### src/rtl/multicycle_sequencer.sv
// Multi-cycle MIPS control sequencer.
// Walks one instruction at a time through fetch, decode, execute, memory and
// writeback, and drives every datapath select, write enable and memory strobe.
// Memory accesses stall on mem_ready; the strobes stay up until it arrives.
module multicycle_sequencer #(
    parameter logic [5:0] OP_RTYPE = 6'd0,
    parameter logic [5:0] OP_J     = 6'd2,
    parameter logic [5:0] OP_BEQ   = 6'd4,
    parameter logic [5:0] OP_BNE   = 6'd5,
    parameter logic [5:0] OP_ADDI  = 6'd8,
    parameter logic [5:0] OP_LW    = 6'd35,
    parameter logic [5:0] OP_SW    = 6'd43
) (
    input  logic       clk,
    input  logic       rst_n,
    input  logic       run,
    input  logic [5:0] op_code,
    input  logic       zero,
    input  logic       mem_ready,
    output logic       pc_write,
    output logic       i_or_d,
    output logic       mem_read,
    output logic       mem_write,
    output logic       ir_write,
    output logic       reg_dst,
    output logic       mem_to_reg,
    output logic       reg_write,
    output logic       alu_src_a,
    output logic [1:0] alu_src_b,
    output logic [1:0] alu_op,
    output logic [1:0] pc_source,
    output logic [3:0] state,
    output logic       instr_done,
    output logic       illegal_op
);

    typedef enum logic [3:0] {
        FETCH    = 4'd0,
        DECODE   = 4'd1,
        MEM_ADDR = 4'd2,
        MEM_RD   = 4'd3,
        MEM_WB   = 4'd4,
        MEM_WR   = 4'd5,
        R_EXEC   = 4'd6,
        R_WB     = 4'd7,
        BRANCH   = 4'd8,
        JUMP     = 4'd9,
        I_EXEC   = 4'd10,
        I_WB     = 4'd11
    } seqStateT;

    // ALU B operand selects
    localparam logic [1:0] SRCB_REG  = 2'b00;
    localparam logic [1:0] SRCB_FOUR = 2'b01;
    localparam logic [1:0] SRCB_IMM  = 2'b10;
    localparam logic [1:0] SRCB_BOFS = 2'b11;
    // ALU operation selects
    localparam logic [1:0] ALU_ADD   = 2'b00;
    localparam logic [1:0] ALU_SUB   = 2'b01;
    localparam logic [1:0] ALU_FUNCT = 2'b10;
    // PC source selects
    localparam logic [1:0] PCS_ALU   = 2'b00;
    localparam logic [1:0] PCS_OUT   = 2'b01;
    localparam logic [1:0] PCS_JUMP  = 2'b10;

    typedef struct packed {
        logic       pcWrite;
        logic       iOrD;
        logic       memRead;
        logic       memWrite;
        logic       irWrite;
        logic       regDst;
        logic       memToReg;
        logic       regWrite;
        logic       aluSrcA;
        logic [1:0] aluSrcB;
        logic [1:0] aluOp;
        logic [1:0] pcSource;
        logic       instrDone;
        logic       illegalOp;
    } ctrlT;

    seqStateT   curState;
    seqStateT   nextState;
    logic [5:0] opQ;
    ctrlT       ctrl;
    ctrlT       ctrlOut;

    // State register; reset aborts any instruction in flight
    always_ff @(posedge clk or negedge rst_n) begin
        if (!rst_n) curState <= FETCH;
        else        curState <= nextState;
    end

    // Latch the opcode in DECODE so later states ignore IR changes
    always_ff @(posedge clk or negedge rst_n) begin
        if (!rst_n)                  opQ <= 6'd0;
        else if (curState == DECODE) opQ <= op_code;
    end

    // Next-state and Moore control decode (FETCH/BRANCH strobes are input-qualified)
    always_comb begin
        nextState = FETCH;
        ctrl      = '0;
        case (curState)
            FETCH: begin
                ctrl.memRead  = run;
                ctrl.aluSrcB  = SRCB_FOUR;
                ctrl.aluOp    = ALU_ADD;
                ctrl.pcSource = PCS_ALU;
                if (run && mem_ready) begin
                    ctrl.irWrite = 1'b1;
                    ctrl.pcWrite = 1'b1;
                    nextState    = DECODE;
                end else begin
                    nextState    = FETCH;
                end
            end
            DECODE: begin
                // Speculatively compute the branch target into ALUOut
                ctrl.aluSrcA = 1'b0;
                ctrl.aluSrcB = SRCB_BOFS;
                ctrl.aluOp   = ALU_ADD;
                case (op_code)
                    OP_RTYPE:     nextState = R_EXEC;
                    OP_LW, OP_SW: nextState = MEM_ADDR;
                    OP_BEQ,
                    OP_BNE:       nextState = BRANCH;
                    OP_J:         nextState = JUMP;
                    OP_ADDI:      nextState = I_EXEC;
                    default: begin
                        // Unsupported opcode retires as a NOP
                        ctrl.illegalOp = 1'b1;
                        ctrl.instrDone = 1'b1;
                        nextState      = FETCH;
                    end
                endcase
            end
            MEM_ADDR: begin
                ctrl.aluSrcA = 1'b1;
                ctrl.aluSrcB = SRCB_IMM;
                ctrl.aluOp   = ALU_ADD;
                nextState    = (opQ == OP_LW) ? MEM_RD : MEM_WR;
            end
            MEM_RD: begin
                ctrl.memRead = 1'b1;
                ctrl.iOrD    = 1'b1;
                nextState    = mem_ready ? MEM_WB : MEM_RD;
            end
            MEM_WB: begin
                ctrl.regWrite  = 1'b1;
                ctrl.memToReg  = 1'b1;
                ctrl.regDst    = 1'b0;
                ctrl.instrDone = 1'b1;
                nextState      = FETCH;
            end
            MEM_WR: begin
                ctrl.memWrite  = 1'b1;
                ctrl.iOrD      = 1'b1;
                ctrl.instrDone = mem_ready;
                nextState      = mem_ready ? FETCH : MEM_WR;
            end
            R_EXEC: begin
                ctrl.aluSrcA = 1'b1;
                ctrl.aluSrcB = SRCB_REG;
                ctrl.aluOp   = ALU_FUNCT;
                nextState    = R_WB;
            end
            R_WB: begin
                ctrl.regWrite  = 1'b1;
                ctrl.regDst    = 1'b1;
                ctrl.memToReg  = 1'b0;
                ctrl.instrDone = 1'b1;
                nextState      = FETCH;
            end
            BRANCH: begin
                ctrl.aluSrcA   = 1'b1;
                ctrl.aluSrcB   = SRCB_REG;
                ctrl.aluOp     = ALU_SUB;
                ctrl.pcSource  = PCS_OUT;
                ctrl.pcWrite   = (opQ == OP_BNE) ? ~zero : zero;
                ctrl.instrDone = 1'b1;
                nextState      = FETCH;
            end
            JUMP: begin
                ctrl.pcSource  = PCS_JUMP;
                ctrl.pcWrite   = 1'b1;
                ctrl.instrDone = 1'b1;
                nextState      = FETCH;
            end
            I_EXEC: begin
                ctrl.aluSrcA = 1'b1;
                ctrl.aluSrcB = SRCB_IMM;
                ctrl.aluOp   = ALU_ADD;
                nextState    = I_WB;
            end
            I_WB: begin
                ctrl.regWrite  = 1'b1;
                ctrl.regDst    = 1'b0;
                ctrl.memToReg  = 1'b0;
                ctrl.instrDone = 1'b1;
                nextState      = FETCH;
            end
            default: begin
                // Encodings 12-15: recover quietly to FETCH
                ctrl      = '0;
                nextState = FETCH;
            end
        endcase
    end

    // Reset blanks every control line combinationally, so nothing writes
    // while rst_n is low even before the state register has settled
    assign ctrlOut    = rst_n ? ctrl : '0;

    assign pc_write   = ctrlOut.pcWrite;
    assign i_or_d     = ctrlOut.iOrD;
    assign mem_read   = ctrlOut.memRead;
    assign mem_write  = ctrlOut.memWrite;
    assign ir_write   = ctrlOut.irWrite;
    assign reg_dst    = ctrlOut.regDst;
    assign mem_to_reg = ctrlOut.memToReg;
    assign reg_write  = ctrlOut.regWrite;
    assign alu_src_a  = ctrlOut.aluSrcA;
    assign alu_src_b  = ctrlOut.aluSrcB;
    assign alu_op     = ctrlOut.aluOp;
    assign pc_source  = ctrlOut.pcSource;
    assign instr_done = ctrlOut.instrDone;
    assign illegal_op = ctrlOut.illegalOp;
    assign state      = rst_n ? curState : 4'd0;

endmodule

### config.mk
export PLATFORM = sky130hd
export DESIGN_NAME = multicycle_sequencer
export DESIGN_NICKNAME = d
export VERILOG_FILES = /design/src/rtl/multicycle_sequencer.sv
export SDC_FILE = /design/constraint.sdc
export NUM_CORES = 1
export LEC_CHECK = 0
export ABC_AREA = 1
export CAP_MARGIN = 20
export CORE_AREA = 2 2 45 47
export CTS_BUF_LIST = sky130_fd_sc_hd__clkbuf_4
export DETAILED_ROUTE_END_ITERATION = 12
export DIE_AREA = 0 0 47 49
export GPL_TIMING_DRIVEN = 0
export PLACE_DENSITY = 0.92
export REMOVE_ABC_BUFFERS = 1
export SYNTH_ARGS = -nofsm -noshare
export SYNTH_HDL_FRONTEND = slang
export SYNTH_SLANG_ARGS = --single-unit
### constraint.sdc
create_clock -name clk -period 3.55 [get_ports clk]
set_input_delay 0.71 -clock clk [delete_from_list [all_inputs] [get_ports clk]]
set_output_delay 0.71 -clock clk [all_outputs]
set_load 0.03 [all_outputs]
* Word-level counts from Yosys, hierarchy flattened
Index checks and enable logic that the tools add are counted.
** Word-level totals
- Flip-flop bits (word level) :: 10
- Input port bits :: 11
- Output and inout bits :: 21
- Word-level logic and storage cells :: 54
** Cells by class
- Equality and inequality tests :: 19
- Multiplexer cells :: 22
- Bitwise logic cells :: 1
- Reductions and logical operators :: 10
** Operator list (number)
- 4-bit one-hot mux with 5 select lines :: 2
- 4-bit one-hot mux with 7 select lines :: 1
- 6-bit by 3-bit == test with 1-bit output (second input constant) :: 3
- 6-bit == test (second input constant) :: 3
- 17-bit two-way mux :: 1
- 4-bit by 3-bit == test with 1-bit output (second input constant) :: 4
- 4-bit == test (second input constant) :: 4
- 3-bit two-way mux :: 3
- 3-bit one-hot mux with 3 select lines :: 1
- 4-bit by 2-bit == test with 1-bit output (second input constant) :: 2
- 1-bit two-way mux :: 8
- 2-bit OR reduction :: 4
- 7-bit OR reduction :: 1
- 6-bit by 2-bit == test with 1-bit output (second input constant) :: 1
- 6-bit by 4-bit == test with 1-bit output (second input constant) :: 1
- 6-bit zero test :: 1
- 1-bit one-hot mux with 3 select lines :: 2
- 5-bit OR reduction :: 1
- 4-bit by 1-bit == test with 1-bit output (second input constant) :: 1
- 4-bit zero test :: 1
- 4-bit two-way mux :: 1
- 2-bit one-hot mux with 2 select lines :: 1
- 4-bit OR reduction :: 1
- 2-bit two-way mux :: 1
- 3 further kinds :: 3

* Logic depth before layout (Yosys ltp)
Gate-level depths: netlist of the first run.
- Depth after elaboration :: 5
- Depth in mapped cells :: 8
- Mapped depth without buffers :: 7

* Worst setup path after synthesis of the first run
OpenSTA, ideal clock, no wires.
- Path type :: input to output
- Start point :: in op_code[1]
- End point :: out instr_done
- Data arrival time :: 1.569 ns
- Required time :: 2.840 ns
- Path slack :: 1.271 ns
- Stages on the path :: 7
- Path buffers :: 0
- Cell sequence :: inv_1 nor2_1 nand3_1 nand2_1 nor2_1 nand2_1 a21oi_1
** Between the ends
- Word-level cells in the longest chain between the ends :: 5
- Elaborated cells between the ends (all ways) :: 11
- Those cells by class :: eq/ne: 6; mux: 3; reduce/logical: 2
** RTL lines
- from (decl) :: line 17 : input logic [5:0] op_code,
- 6-bit by 4-bit == test with 1-bit output (tied with other cells) :: line 124 : case (op_code)
- 7-bit OR reduction (no line) (*)
- 2-bit two-way mux (*) :: line 124
- 1-bit one-hot mux with 3 select lines (*) :: line 105 : case (curState)
- 17-bit two-way mux (*) :: line 214 : assign ctrlOut = rst_n ? ctrl : '0;
- to (decl) :: line 33 : output logic instr_done,
Mark *: on every way between the ends. The rest lies on a longest branch, timed or not.

* Worst setup path in the final report of the first run
- Start point :: in op_code[2]
- End point :: out instr_done
The elaborated chain is that of the path after synthesis.

==> flow_metrics.env, run 1 <==
export IMPL_status="finished, final reports clean"
export IMPL_worst_skew_pair_late_latency_ns=0.27
export IMPL_layout_commonest_cell="nand2_1"
export IMPL_syn_to_final_growth_pct=42.7
export IMPL_setup_worst_path_start="op_code[2]"
export IMPL_vias=981
export IMPL_drc=0
export IMPL_wl_per_cell_um=10.9
export IMPL_power_switching_uw=119
export IMPL_switching_share_pct=35.7
export IMPL_antenna_cells=0
export IMPL_cp_data_arrival_time_ns=2.50
export IMPL_start_util_pct=44.6
export IMPL_total_power_uw=332
export IMPL_mostFrequentLayoutCells="nand2_1 (34), clkdlybuf4s50_1 (30), nor2_1 (25)"
export IMPL_yosys_top_cells_area="dfrtp_1 (30%), nand2_1 (16%), nor2_1 (11%)"
export IMPL_holdWs_ns=0.334
export IMPL_crit_cells=8
export IMPL_gp_congestion=0.865
export IMPL_die_h_um=49
export IMPL_seq_area_frac_synth_pct=30.5
export IMPL_io_buffer_count=31
export IMPL_fillers=184
export IMPL_yosys_warnings=0
export IMPL_min_period_ns=3.21
export IMPL_cts_repair_resized=1
export IMPL_viasPerCell=5.01
export IMPL_drt_iter0_drc=30
export IMPL_antenna_found_initial=0
export IMPL_combPwrFrac_pct=31.3
export IMPL_rrSetupSlack_ns=2.29
export IMPL_ios=32
export IMPL_synth_seq_cells=10
export IMPL_cts_tree="yes"
export IMPL_r2r_start="curState[1]"
export IMPL_grt_pass1_wl_um=3710
export IMPL_syn_inst=136
export IMPL_crit_fanout=5
export IMPL_crit_end="instr_done"
export IMPL_wl_um=2140
export IMPL_cp_data_required_time_ns=2.84
export IMPL_drv_cap=0
export IMPL_overflow=0
export IMPL_clkPwrFrac_pct=25.2
export IMPL_critPathLaunchType="primary input"
export IMPL_htree_levels=1
export IMPL_final_layout_size_suffix_gt1_share_pct=7.10
export IMPL_crit_buf_inv=2
export IMPL_path_cells="clkdlybuf4s50_1 > nor2_1 > nand3_1 > nand2_1 > nor2_1 > nand2_1 > a21oi_1 > clkdlybuf4s50_1"
export IMPL_reg2regPathDepth=6
export IMPL_nNetsFinal=181
export IMPL_groute_usage_overall_pct=21.7
export IMPL_root_buffer="clkbuf_4"
export IMPL_post_cts_buffers=0
export IMPL_cts_max_path_buffers=2
export IMPL_fin_crit_sh_pct=90.5
export IMPL_slowest_stage="clkdlybuf4s50_1"
export IMPL_fp_dieW_um=47
export IMPL_core_area_um2=1840
export IMPL_p_leak_nw=0.582
export IMPL_synth_compound_area_share_pct=12.5
export IMPL_crit_family="buffers and inverters"
export IMPL_drv_slew=0
export IMPL_critPathCaptureType="output port"
export IMPL_ir_drop_mv=0.304
export IMPL_skew_ns=0.000505
export IMPL_yosys_area_top_type="dfrtp_1"
export IMPL_dr_pass1_iters=5
export IMPL_synth_top_family_by_area="simple AND/OR/NAND/NOR gates"
export IMPL_crit_path_max_incr_delay_ns=0.69
export IMPL_final_hold_violation_count=0
export IMPL_synth_simple_area_share_pct=42.7
export IMPL_postRouteAntennaNets=0
export IMPL_p_per_area_nw_per_um2=284
export IMPL_grt_setup_unrepaired="no"
export IMPL_relSlewSlack_pct=72.3
export IMPL_ys_flop_type="dfrtp_1"
export IMPL_clkTransAtPathRegs_ns=0.07
export IMPL_synth_fa_ha_area_share_pct=0
export IMPL_synth_xor_area_share_pct=1.07
export IMPL_setup_viol=0
export IMPL_synthMuxAreaShare_pct=0
export IMPL_grt_max_degree=17
export IMPL_num_rows=16
export IMPL_syn_area_per_cell_um2=6.04
export IMPL_max_slew_worst_pin_slew_ns=0.414
export IMPL_synth_cell_types=20
export IMPL_grt_pass1_vias=919
export IMPL_p_int_uw=214
export IMPL_synth_edf_count=0
export IMPL_synth_area_um2=821
export IMPL_hold_class="primary input to asynchronous set/reset pin"
export IMPL_path_class="primary input to output port"
export IMPL_ctsHoldBuffers=0
export IMPL_die_area_um2=2300
export IMPL_netlist_area_leader_share_pct=30.5
export IMPL_p_seq_share_pct=43.5
export IMPL_rr_endpoint="curState[0]"
export IMPL_fmax_mhz=311
export IMPL_cts_sinks=10
export IMPL_dp_hpwl_um=1770
export IMPL_cts_buffers=3
export IMPL_async_reset_ff_share_pct=100
## sequential cells by signal, summed over array words and instances (netlist names)
name	flops
opQ	6
curState	4
## worst register-to-register path, delay by kind of cell (launching register included)
kind | cells | cell delay (ns)
DFF | 1 | 0.47
buffers and inverters | 2 | 0.16
and+or+nand+nor | 3 | 0.28
AOI/OAI and AO/OA | 1 | 0.30
## kinds of logic after synthesis
family,Yosys count
flip-flops,10
AO/OA/AOI/OAI,20
XOR/XNOR,1
AND/OR/NAND/NOR,78
buffers and inverters,27
## worst min-delay path by stage
stage	from	end	slack [ns]
3_3_place_gp	opQ[4]	opQ[4]	0.47
5_1_grt	rst_n	opQ[4]	0.35
3_5_place_dp	opQ[4]	opQ[4]	0.49
2_1_floorplan	rst_n	curState[0]	0.41
4_1_cts	opQ[4]	opQ[4]	0.50
6_report	rst_n	opQ[0]	0.33
## cells in the mapped netlist, types with 4 or more instances
cell type,number
nand3_1,7
inv_2,4
dfrtp_1,10
nor2_1,25
a21oi_1,7
o21ai_1,4
nand4_1,4
inv_1,21
nor3_1,4
nand2_1,34
o21ai_0,7
## power groups by stage
stage | clock [mW] | combinational (mW) | sequential, mW
after floorplan | 0 | 0.0650 | 0.144
after global placement | 0 | 0.101 | 0.145
after detailed placement | 0 | 0.104 | 0.146
after CTS | 0.0851 | 0.104 | 0.144
after global routing | 0.0914 | 0.117 | 0.147
final | 0.0837 | 0.104 | 0.145
## layout make-up
type                            instances  area, um^2  area share, %
Tap cell                               27        33.8           2.88
Multi-Input combinational cell         99         462           39.4
Inverter                               25        93.8           8.01
Sequential cell                        10         250           21.4
Clock inverter                          1        3.75          0.321
Clock buffer                            3        22.5           1.92
Timing Repair Buffer                   31         305           26.1
## per-layer routing
layer	routed length (um)	global-route usage, %	part of all wire, %
met3	88	2.59	4.1
met1	913	27.9	43
met4	44	8.33	2.1
met5	0	0	0
met2	1100	35.6	51
## through the flow
stage / setup slack, ns / util (%) / setup TNS, ns / cells / instance area, um^2
final: 0.339 / 63.6 / 0 / 196 / 1170
after global routing: 0.212 / 63.6 / 0 / 196 / 1170
after CTS: 0.162 / 63.8 / 0 / 196 / 1170
after floorplan: 1.26 / - / 0 / 134 / 806
after detailed placement: -0.104 / 62.4 / -0.637 / 192 / 1150
after global placement: -0.0691 / 62.4 / -0.140 / 192 / 1150
No activity file was read; power rests on OpenSTA's default activity.
==> inputs of run 2 (changes only) <==
--- a/config.mk
+++ b/config.mk
@@ -17,3 +17,4 @@
 export SYNTH_ARGS = -nofsm -noshare
 export SYNTH_HDL_FRONTEND = slang
 export SYNTH_SLANG_ARGS = --single-unit
+export TNS_END_PERCENT = 20
==> results of run 2 <==
The final DEF is identical to that of run 1; final timing and power are the same.
